===== config.mk =====
export PLATFORM = sky130hd
export DESIGN_NAME = fetch_stage_flat
export DESIGN_NICKNAME = d
export VERILOG_FILES = /design/src/rtl/fetch_stage_if.sv /design/src/rtl/fetch_stage.sv /design/src/flat_wrapper.sv
export SDC_FILE = /design/constraint.sdc
export NUM_CORES = 1
export LEC_CHECK = 0
export CORE_MARGIN = 3
export CORE_UTILIZATION = 41
export CTS_CLUSTER_DIAMETER = 60
export DETAILED_ROUTE_END_ITERATION = 10
export DONT_BUFFER_PORTS = 1
export HOLD_SLACK_MARGIN = 0.15
export SYNTH_ARGS = -nofsm -noshare
export SYNTH_HDL_FRONTEND = slang
export SYNTH_SLANG_ARGS = --single-unit

===== constraint.sdc =====
create_clock -name clk -period 9.8 [get_ports clk]
set_clock_uncertainty 0.05 [all_clocks]
set_input_delay 2.45 -clock clk [delete_from_list [all_inputs] [get_ports clk]]
set_output_delay 2.45 -clock clk [all_outputs]
set_load 0.01 [all_outputs]

===== src/rtl/fetch_stage_if.sv =====
// fetch_stage_if: single-outstanding instruction-memory request/ready bus
interface fetch_stage_if;
  logic        req;
  logic [31:0] addr;
  logic [31:0] rdata;
  logic        ready;
  modport master(output req, addr, input rdata, ready);
  modport slave(input req, addr, output rdata, ready);
endinterface


===== src/rtl/fetch_stage.sv =====
// fetch_stage: MIPS fetch PC, imem handshake and IF/ID register with delay-slot redirect
module fetch_stage #(
  parameter logic [31:0] RESET_PC  = 32'h0000_3000,
  parameter logic [31:0] NOP_INSTR = 32'h0000_0000
) (
  input  logic                clk,
  input  logic                reset,
  input  logic                stall,
  input  logic [1:0]          pc_control,
  input  logic [31:0]         jr_target,
  fetch_stage_if.master       imem,
  output logic [31:0]         instr_d,
  output logic [31:0]         pc4_d,
  output logic [31:0]         pc8_d,
  output logic                valid_d
);
  typedef enum logic {FETCH, HOLD} state_t;
  state_t      state;
  logic [31:0] pc_f, redir_pc, hold_buf, hold_pc4, target, next_pc;
  logic        redir_pend, sample, consume;
  always_comb begin
    target  = pc_control == 2'd1 ? pc4_d + {{14{instr_d[15]}}, instr_d[15:0], 2'b00} :
              pc_control == 2'd3 ? {pc4_d[31:28], instr_d[25:0], 2'b00} :
              jr_target & ~32'd3;
    sample  = valid_d && !stall && pc_control != 2'd0;
    // a redirect sampled in the same cycle the delay slot lands bypasses redir_pc
    next_pc = sample ? target : redir_pend ? redir_pc : pc_f + 32'd4;
    consume = !stall && (state == HOLD || imem.ready);
  end
  assign imem.req  = state == FETCH;
  assign imem.addr = pc_f;
  assign pc8_d     = pc4_d + 32'd4;
  always_ff @(posedge clk) begin
    if (reset) begin
      pc_f       <= RESET_PC;
      state      <= FETCH;
      instr_d    <= NOP_INSTR;
      pc4_d      <= 32'd0;
      valid_d    <= 1'b0;
      redir_pend <= 1'b0;
      hold_buf   <= 32'd0;
      hold_pc4   <= 32'd0;
    end else begin
      if (consume) begin
        pc_f       <= next_pc;
        redir_pend <= 1'b0;
        instr_d    <= state == HOLD ? hold_buf : imem.rdata;
        pc4_d      <= state == HOLD ? hold_pc4 : pc_f + 32'd4;
        valid_d    <= 1'b1;
        state      <= FETCH;
      end else if (sample) begin
        redir_pend <= 1'b1;
        redir_pc   <= target;
      end
      if (state == FETCH && imem.ready && stall) begin
        hold_buf <= imem.rdata;
        hold_pc4 <= pc_f + 32'd4;
        state    <= HOLD;
      end
      if (state == FETCH && !imem.ready && !stall) begin
        instr_d <= NOP_INSTR;
        valid_d <= 1'b0;
      end
    end
  end
endmodule


===== src/flat_wrapper.sv =====
// flat-port wrapper written by rule: the top's interface ports become plain ports
module fetch_stage_flat 
#(
  parameter logic [31:0] RESET_PC  = 32'h0000_3000,
  parameter logic [31:0] NOP_INSTR = 32'h0000_0000
)
  (clk, reset, stall, pc_control, jr_target, instr_d, pc4_d, pc8_d, valid_d, imem_req, imem_addr, imem_rdata, imem_ready);
  fetch_stage_if imem_i ();
  input  logic clk;
  input  logic reset;
  input  logic stall;
  input  logic [1:0] pc_control;
  input  logic [31:0] jr_target;
  output logic [31:0] instr_d;
  output logic [31:0] pc4_d;
  output logic [31:0] pc8_d;
  output logic valid_d;
  output wire logic [$bits(imem_i.req)-1:0] imem_req;
  output wire logic [$bits(imem_i.addr)-1:0] imem_addr;
  input wire logic [$bits(imem_i.rdata)-1:0] imem_rdata;
  input wire logic [$bits(imem_i.ready)-1:0] imem_ready;
  assign imem_req = imem_i.req;
  assign imem_addr = imem_i.addr;
  assign imem_i.rdata = imem_rdata;
  assign imem_i.ready = imem_ready;
  fetch_stage #(.RESET_PC(RESET_PC), .NOP_INSTR(NOP_INSTR)) u_core (.clk(clk), .reset(reset), .stall(stall), .pc_control(pc_control), .jr_target(jr_target), .imem(imem_i), .instr_d(instr_d), .pc4_d(pc4_d), .pc8_d(pc8_d), .valid_d(valid_d));
endmodule

## Word-level counts from Yosys, hierarchy flattened

Index checks and enable logic that the tools add are counted.

- Bits in registers: 195
- Input port bits: 70
- Word-level logic and storage cells: 40

- $add $sub $neg: 3
- Equal/unequal tests: 2
- Multiplexer cells: 8
- Bitwise operators: 3
- Reduce and logical (&&, ||, !) cells: 15

Operator list:

| operator | number |
|---|---|
| $mux W32 | 6 |
| $add A32 B3 Y32 const B | 2 |
| $add A32 B32 Y32 | 1 |
| $logic_and A1 B1 Y1 | 7 |
| $reduce_bool A2 Y1 | 2 |
| $reduce_or A2 Y1 | 2 |
| $not A1 Y1 | 3 |
| $reduce_and A3 Y1 | 1 |
| $eq A2 B1 Y1 const B | 1 |
| $eq A2 B2 Y1 const B | 1 |
| $logic_not A1 Y1 | 2 |
| $mux W1 | 2 |
| $logic_or A1 B1 Y1 | 1 |

## Depth between registers and ports, before layout

Gate-level depths: netlist of run 1.

- Depth in word-level cells: 4
- Gate-level depth with buffers: 10
- Depth with buffers taken out: 10

## Worst setup path before layout of run 1

No wires, ideal clock.

- Kind: in2reg
- Start: input stall
- End: register u_core.redir_pc[0], enable pin
- Data arrival time: 5.711 ns
- Data required time: 9.289 ns
- Setup slack: 3.578 ns
- Stages on the path: 6
- Path through: clkbuf_1 nor2_1 o21ai_0 clkbuf_1 clkbuf_1 nor3_1

- Word-level cells in the longest chain between the ends: 4
- Elaborated cells between the ends (all ways): 6
- Classes of those cells: bitwise: 1; reduce/logical: 5

Ends and longest elaborated chain:

| what | line | source |
|---|---|---|
| start, declared | flat_wrapper.sv:11 | `input logic stall;` |
| $logic_not A1 Y1 (*) | fetch_stage.sv:25, fetch_stage.sv:28 |  |
| $logic_and A1 B1 Y1, on equally long branches | fetch_stage.sv:25, fetch_stage.sv:28 |  |
| $logic_and A1 B1 Y1 or $not A1 Y1 (tied branches) | n/a |  |
| $reduce_and A3 Y1 (no line) (*) | n/a |  |
| end signal, assigned | fetch_stage.sv:53 | `redir_pc <= target;` |
| end, declared | fetch_stage.sv:19 | `logic [31:0] pc_f, redir_pc, hold_buf, hold_pc4, target, next_pc;` |

Every way passes the cells marked *; elsewhere a longest branch is shown, timed or not.
A chain may end at the register's enable or synchronous reset.

## Worst setup path after layout of run 1

- Start: register u_core.pc4_d[4]
- End: output pc8_d[31]

- Word-level cells in the longest chain between the ends: 1

Ends and longest elaborated chain:

| what | line | source |
|---|---|---|
| start, declared | fetch_stage.sv:13 | `output logic [31:0] pc4_d,` |
| start signal, assigned | fetch_stage.sv:48 | `pc4_d <= state == HOLD ? hold_pc4 : pc_f + 32'd4;` |
| $add A32 B3 Y32 | fetch_stage.sv:32 | `assign pc8_d = pc4_d + 32'd4;` |
| end, declared | flat_wrapper.sv:16 | `output logic [31:0] pc8_d;` |

No other way between the ends.

==> impl_metrics.csv, run 1 <==
group,metric,value,unit
cts,h-tree-depth,4,
placed_design,io_buffer_count,0,
logic_synthesis,syn_area,11440,um2
timing,finalHoldViolations,0,
floorplan,initial_core_util,42.10,%
cts,cts_tree,"yes",
timing,final-max-slew-violation-count,0,
floorplan,die_y,173.1,um
timing,whs,0.4028,ns
cts,cts_root_buf,"clkbuf_16",
timing,finalCritPeriodShare,56.94,%
logic_synthesis,syn_nets,1609,
setup_path,reg2regPathDepth,10,
cts,post_cts_buffers,0,
cells_and_area,nets,1531,
detailed_routing,drtAntennaViolNets,0,
detailed_routing,drc,0,
detailed_routing,drt-initial-drc-count,896,
logic_synthesis,synth_seq_cells,195,
global_routing,grt_max_degree,119,
floorplan,io-pin-count,200,
logic_synthesis,synth.avg_cell_area,7.593,um2
timing,final.setup.tns,0,ns
cts,cts_resized,0,
setup_path,reg2reg_to,"u_core.imem.addr[18]",
setup_path,r2r_slack,6.18,ns
global_routing,overflow,0,
logic_synthesis,yosysWarnings,0,
cts,clk_latency,0.44,ns
cells_and_area,final_area,12140,um2
timing,setup_violations,0,
global_routing,grt_pass1_vias,9588,
cts,ctsHoldBuffers,0,
run_status,status,"completed",
setup_path,rr_startpoint,"u_core.pc4_d[2]",
detailed_routing,totalWireLength,38890,um
cells_and_area,final_util,44.66,%
power,peakVddDrop,110.0,uV
floorplan,die_x,173.1,um
placed_design,hpwl,27370,um
detailed_routing,routedWlPerCell,21.43,um
setup_path,critPathKind,"flip-flop to primary output",
cts,path_clk_slew,0.08,ns
floorplan,num_rows,60,
timing,max-slew-margin-rel,22.75,%
setup_path,end_kind,"primary output",
cells_and_area,fill_cells,2803,
setup_path,startpoint,"u_core.pc4_d[4]",
logic_synthesis,synth_ff_type,"dfxtp_1",
setup_path,start_kind,"flip-flop",
cells_and_area,layout_common_cells,"256 x nand2_1, 208 x nor2_1, 162 x dfxtp_1",
logic_synthesis,synthArstFlopShare,0,%
cells_and_area,area_growth,6.080,%
cts,clock_path_buffers,2,
logic_synthesis,yosysUniqueCellTypes,75,
logic_synthesis,yosysSeqAreaShare,36.92,%
logic_synthesis,synth_edf_count,32,
global_routing,grt_antenna_before_repair,2,
cells_and_area,layout-drive-gt1-share,4.993,%
timing,min_period,5.580,ns
setup_path,cp_data_required_time,7.30,ns
timing,worst_slew_pin_slew,1.154,ns
min_path,min_path_cells,2,
min_path,hold_start,"u_core.hold_buf[26]",
logic_synthesis,postSynthCellCount,1507,
cts,cts.sinks,195,
timing,fmax,179.2,MHz
detailed_routing,vias_per_cell,5.824,
cells_and_area,multiInputGateArea,6648,um2
placed_design,placed_area,11530,um2
cts,numCtsBuffers,17,
floorplan,die_area,29950,um2
min_path,min_to,"u_core.hold_buf[26]",
global_routing,grt_pass1_wl,58840,um
cells_and_area,final_common_cell,"nand2_1",
detailed_routing,firstDrtPassIters,5,
timing,rsz0062_at_grt,"false",
power,power.static_leakage,4.565,nW
setup_path,arrival,3.08,ns
min_path,hp-class,"flip-flop to flip-flop",
power,powerDensity,155.5,nW/um2
cells_and_area,regArea,4225,um2
detailed_routing,num_vias,10570,
global_routing,grt_use_total,24.91,%
run,maxCapViolations,0,
placed_design,globalplace.congestion,0.9167,
setup_path,critPathMaxFanout,8,
floorplan,core_area,27180,um2
-- worst max-delay path, cell delays in order, from the launching register on --
cell,delay (ns)
dfxtp_1,0.60
and4_1,0.37
and3_1,0.31
nand2_1,0.11
nor2_1,0.27
and4_1,0.32
nand2_1,0.15
nor3_1,0.23
xor2_1,0.27
-- metrics by stage --
step | instances | total power [mW] | worst slack (ns)
final | 1815 | 1.887 | 4.220
after global routing | 1815 | 1.961 | 3.956
after CTS | 1814 | 1.896 | 4.150
after detailed placement | 1782 | 1.169 | 4.617
after global placement | 1782 | 1.164 | 4.635
after floorplan | 1507 | 1.111 | 3.578
-- synth_stat cells, types with 3 or more instances --
cell type / n / area [um2]
ha_1: 31 / 387.9
mux2_2: 4 / 45.04
o211ai_1: 33 / 247.7
and3_1: 24 / 150.1
a211oi_1: 47 / 352.8
a21o_1: 15 / 112.6
nand2_1: 256 / 960.9
a311oi_1: 5 / 43.79
nor2_1: 209 / 784.5
and2_1: 9 / 56.30
o22ai_1: 3 / 18.77
a211o_1: 5 / 43.79
dfxtp_1: 163 / 3263
a31oi_1: 9 / 56.30
or2_2: 4 / 25.02
a32o_1: 3 / 30.03
xnor2_1: 40 / 350.3
nor3b_1: 4 / 30.03
o221ai_1: 3 / 26.28
and4_1: 11 / 96.34
xor2_1: 29 / 254.0
nand3b_1: 7 / 52.55
clkbuf_8: 6 / 82.58
mux2i_1: 12 / 120.1
clkbuf_1: 87 / 326.6
edfxtp_1: 32 / 960.9
nor4_1: 4 / 25.02
nor3_1: 33 / 165.2
o21a_1: 8 / 60.06
buf_1: 9 / 33.78
o211a_1: 6 / 60.06
o21ai_0: 100 / 500.5
nand2b_1: 5 / 31.28
nand3_1: 40 / 200.2
o21bai_1: 3 / 22.52
a21oi_1: 150 / 750.7
inv_1: 29 / 108.9
a2111oi_0: 3 / 26.28
nand4_1: 17 / 106.4
-- cell type report --
class / instances / share of cell area, %
repair buffers: 10 / 0.6185
inverters: 30 / 0.9277
clock buffers: 19 / 3.824
well taps: 372 / 3.835
clock inverters: 13 / 1.196
diodes: 1 / 0.02062
multi-input cells: 1175 / 54.77
flip-flops and latches: 195 / 34.81
-- worst max-delay path by stage --
stage,cells past startpoint,to
floorplan,6,u_core.redir_pc[0]
global placement,8,pc8_d[31]
detailed placement,8,pc8_d[31]
CTS,8,pc8_d[31]
global route,8,pc8_d[31]
finish,8,pc8_d[31]
-- state kept, by name (all words and copies together) (netlist names), 32 cells and up --
name              count
u_core.hold_buf      32
u_core.hold_pc4      32
u_core.imem.addr     32
u_core.instr_d       32
u_core.pc4_d         32
u_core.redir_pc      32
-- cell families (layout without fill, tap and decap cells) --
| group | count (synthesis) | after routing | synth area share [%] |
|---|---|---|---|
| and+or+nand+nor | 635 | 635 | 24.29 |
| AOI/OAI and AO/OA | 423 | 423 | 23.25 |
| DFF | 195 | 195 | 36.92 |
| buffers and inverters | 137 | 72 | 5.260 |
| xor gates and xnor gates | 69 | 69 | 5.282 |
| adders and majority gates | 32 | 32 | 3.565 |
| muxes | 16 | 16 | 1.443 |
| other | 0 | 1 | 0 |
-- power breakdown --
part / internal [mW] / switching, mW / leakage [nW] / total (mW)
clock: 0.369 / 0.368 / 0.299 / 0.737
combinational: 0.0859 / 0.154 / 2.64 / 0.240
sequential: 0.853 / 0.0581 / 1.62 / 0.911
total: 1.31 / 0.580 / 4.57 / 1.89
-- routing by layer --
metal / vias to the layer above / track usage [%] / routed length (um)
li1: 5165 / - / -
met1: 4994 / 31.73 / 16380
met2: 369 / 41.44 / 18430
met3: 40 / 6.544 / 3005
met4: 2 / 7.601 / 1063
met5: - / 0 / 13
Note: power is estimated with default switching activity, not from simulation.
==> inputs of run 2 (changes only) <==
==> constraint.sdc (replaced) <==
create_clock -name clk -period 5.6 [get_ports clk]
set_clock_uncertainty 0.05 [all_clocks]
set_input_delay 1.4 -clock clk [delete_from_list [all_inputs] [get_ports clk]]
set_output_delay 1.4 -clock clk [all_outputs]
set_load 0.01 [all_outputs]
==> impl_metrics.csv, run 2 (same netlist as run 1, synthesis figures left out) <==
group,metric,value,unit
run_status,status,"completed",
timing,finalHoldViolations,0,
setup_path,critPathKind,"flip-flop to primary output",
detailed_routing,firstDrtPassIters,5,
setup_path,critPathMaxFanout,8,
cts,post_cts_buffers,0,
global_routing,grt_max_degree,119,
timing,final.setup.tns,0,ns
setup_path,critPathMaxStageDelay,0.59,ns
min_path,hp-class,"flip-flop to flip-flop",
placed_design,hpwl,27900,um
setup_path,end_kind,"primary output",
power,powerDensity,270.4,nW/um2
detailed_routing,drc,0,
global_routing,overflow,0,
timing,max-slew-margin-rel,41.35,%
floorplan,num_rows,60,
cts,cts_tree,"yes",
timing,rsz0062_at_grt,"false",
setup_path,arrival,3.07,ns
setup_path,cp_data_required_time,4.15,ns
cts,clock_path_buffers,2,
global_routing,grt_antenna_before_repair,3,
cts,h-tree-depth,4,
cells_and_area,area_growth,6.627,%
setup_path,path_buf_inv,0,
setup_path,start_kind,"flip-flop",
cts,cts.sinks,195,
cells_and_area,insertedDiodeCount,0,
cells_and_area,nets,1535,
cells_and_area,final_util,44.89,%
timing,worst_slew_pin_slew,0.8788,ns
detailed_routing,vias_per_cell,5.863,
detailed_routing,drt-initial-drc-count,901,
detailed_routing,routedWlPerCell,21.32,um
global_routing,grt_pass1_wl,59000,um
floorplan,core_area,27180,um2
power,power.static_leakage,4.596,nW
global_routing,grt_pass1_vias,9608,
cts,ctsHoldBuffers,0,
detailed_routing,totalWireLength,38760,um
placed_design,io_buffer_count,0,
floorplan,die_x,173.1,um
floorplan,io-pin-count,200,
global_routing,grt_use_total,25.05,%
cts,path_clk_slew,0.08,ns
setup_path,slowest_stage,"dfxtp_1",
floorplan,die_y,173.1,um
cells_and_area,fill_cells,2812,
power,peakVddDrop,160.3,uV
cts,clk_latency,0.45,ns
cells_and_area,layout_common_cells,"256 x nand2_1, 208 x nor2_1, 162 x dfxtp_1",
cts,numCtsBuffers,17,
run,maxCapViolations,0,
floorplan,initial_core_util,42.10,%
cells_and_area,layout-drive-gt1-share,5.256,%
setup_path,critPathTopFamily,"simple AND/OR/NAND/NOR gates",
detailed_routing,num_vias,10660,
detailed_routing,drtAntennaViolNets,0,
timing,setup_violations,0,
timing,min_period,4.522,ns
cts,cts_root_buf,"clkbuf_16",
placed_design,globalplace.congestion,0.8812,
timing,finalCritPeriodShare,80.75,%
setup_path,worstPathCellList,"and4_1 > and3_1 > nand2_1 > nor2_1 > and4_1 > nand2_1 > nor3_1 > xor2_1",
cts,cts_resized,0,
floorplan,die_area,29950,um2
timing,final-max-slew-violation-count,0,
cells_and_area,final_common_cell,"nand2_1",
timing,fmax,221.1,MHz
run 2: per-stage QoR:
step / std cells / cell area, um2 / power [mW] / hold WS, ns / setup WS, ns
2_1_floorplan: 1507 / 11440 / 1.944 / 0.3828 / 0.4284
3_3_place_gp: 1786 / 11570 / 2.040 / 0.3842 / 1.531
3_5_place_dp: 1786 / 11570 / 2.048 / 0.3887 / 1.501
4_1_cts: 1818 / 12200 / 3.328 / 0.4017 / 1.017
5_1_grt: 1818 / 12200 / 3.439 / 0.4183 / 0.7899
6_report: 1818 / 12200 / 3.299 / 0.4027 / 1.078
run 2: cell type report:
class / count / area, um2 / share of cell area [%]
well taps: 372 / 465.4 / 3.815
repair buffers: 14 / 117.6 / 0.9640
inverters: 30 / 112.6 / 0.9230
multi-input cells: 1175 / 6648 / 54.49
clock inverters: 14 / 192.7 / 1.579
flip-flops and latches: 195 / 4225 / 34.63
clock buffers: 18 / 439.2 / 3.600
run 2: worst paths after layout:
check / from / end / slack, ns / depth (start not counted)
setup / recovery: u_core.pc4_d[4] / pc8_d[31] / 1.08 / 8
hold / removal: u_core.hold_buf[26] / u_core.hold_buf[26] / 0.40 / 2
setup reg to reg: u_core.pc4_d[2] / u_core.imem.addr[18] / 1.92 / 10
hold reg to reg: u_core.hold_buf[26] / u_core.hold_buf[26] / 0.40 / 2
run 2: worst register-to-register path, stage by stage, from the launching register on:
cell,delay (ns)
dfxtp_1,0.47
ha_1,0.30
fa_1,0.44
a211oi_1,0.36
o21bai_1,0.22
a2111oi_2,0.54
nor2_1,0.15
a311oi_1,0.34
mux2i_1,0.31
nand3_1,0.21
a21o_1,0.20
run 2: routing by layer:
layer  up-vias  global-route usage [%]  routed length [um]
met5         -                       0                  27
met1      5058                   32.27               16270
met4         4                   8.108                1299
met2       380                   41.06               18120
li1       5163                       -                   -
met3        54                   6.522                3041
run 2: report_power, final:
group | internal [mW] | leakage [nW] | switching (mW)
registers | 1.49 | 1.62 | 0.104
logic | 0.152 | 2.67 | 0.267
clock network | 0.631 | 0.306 | 0.654
total | 2.27 | 4.60 | 1.02
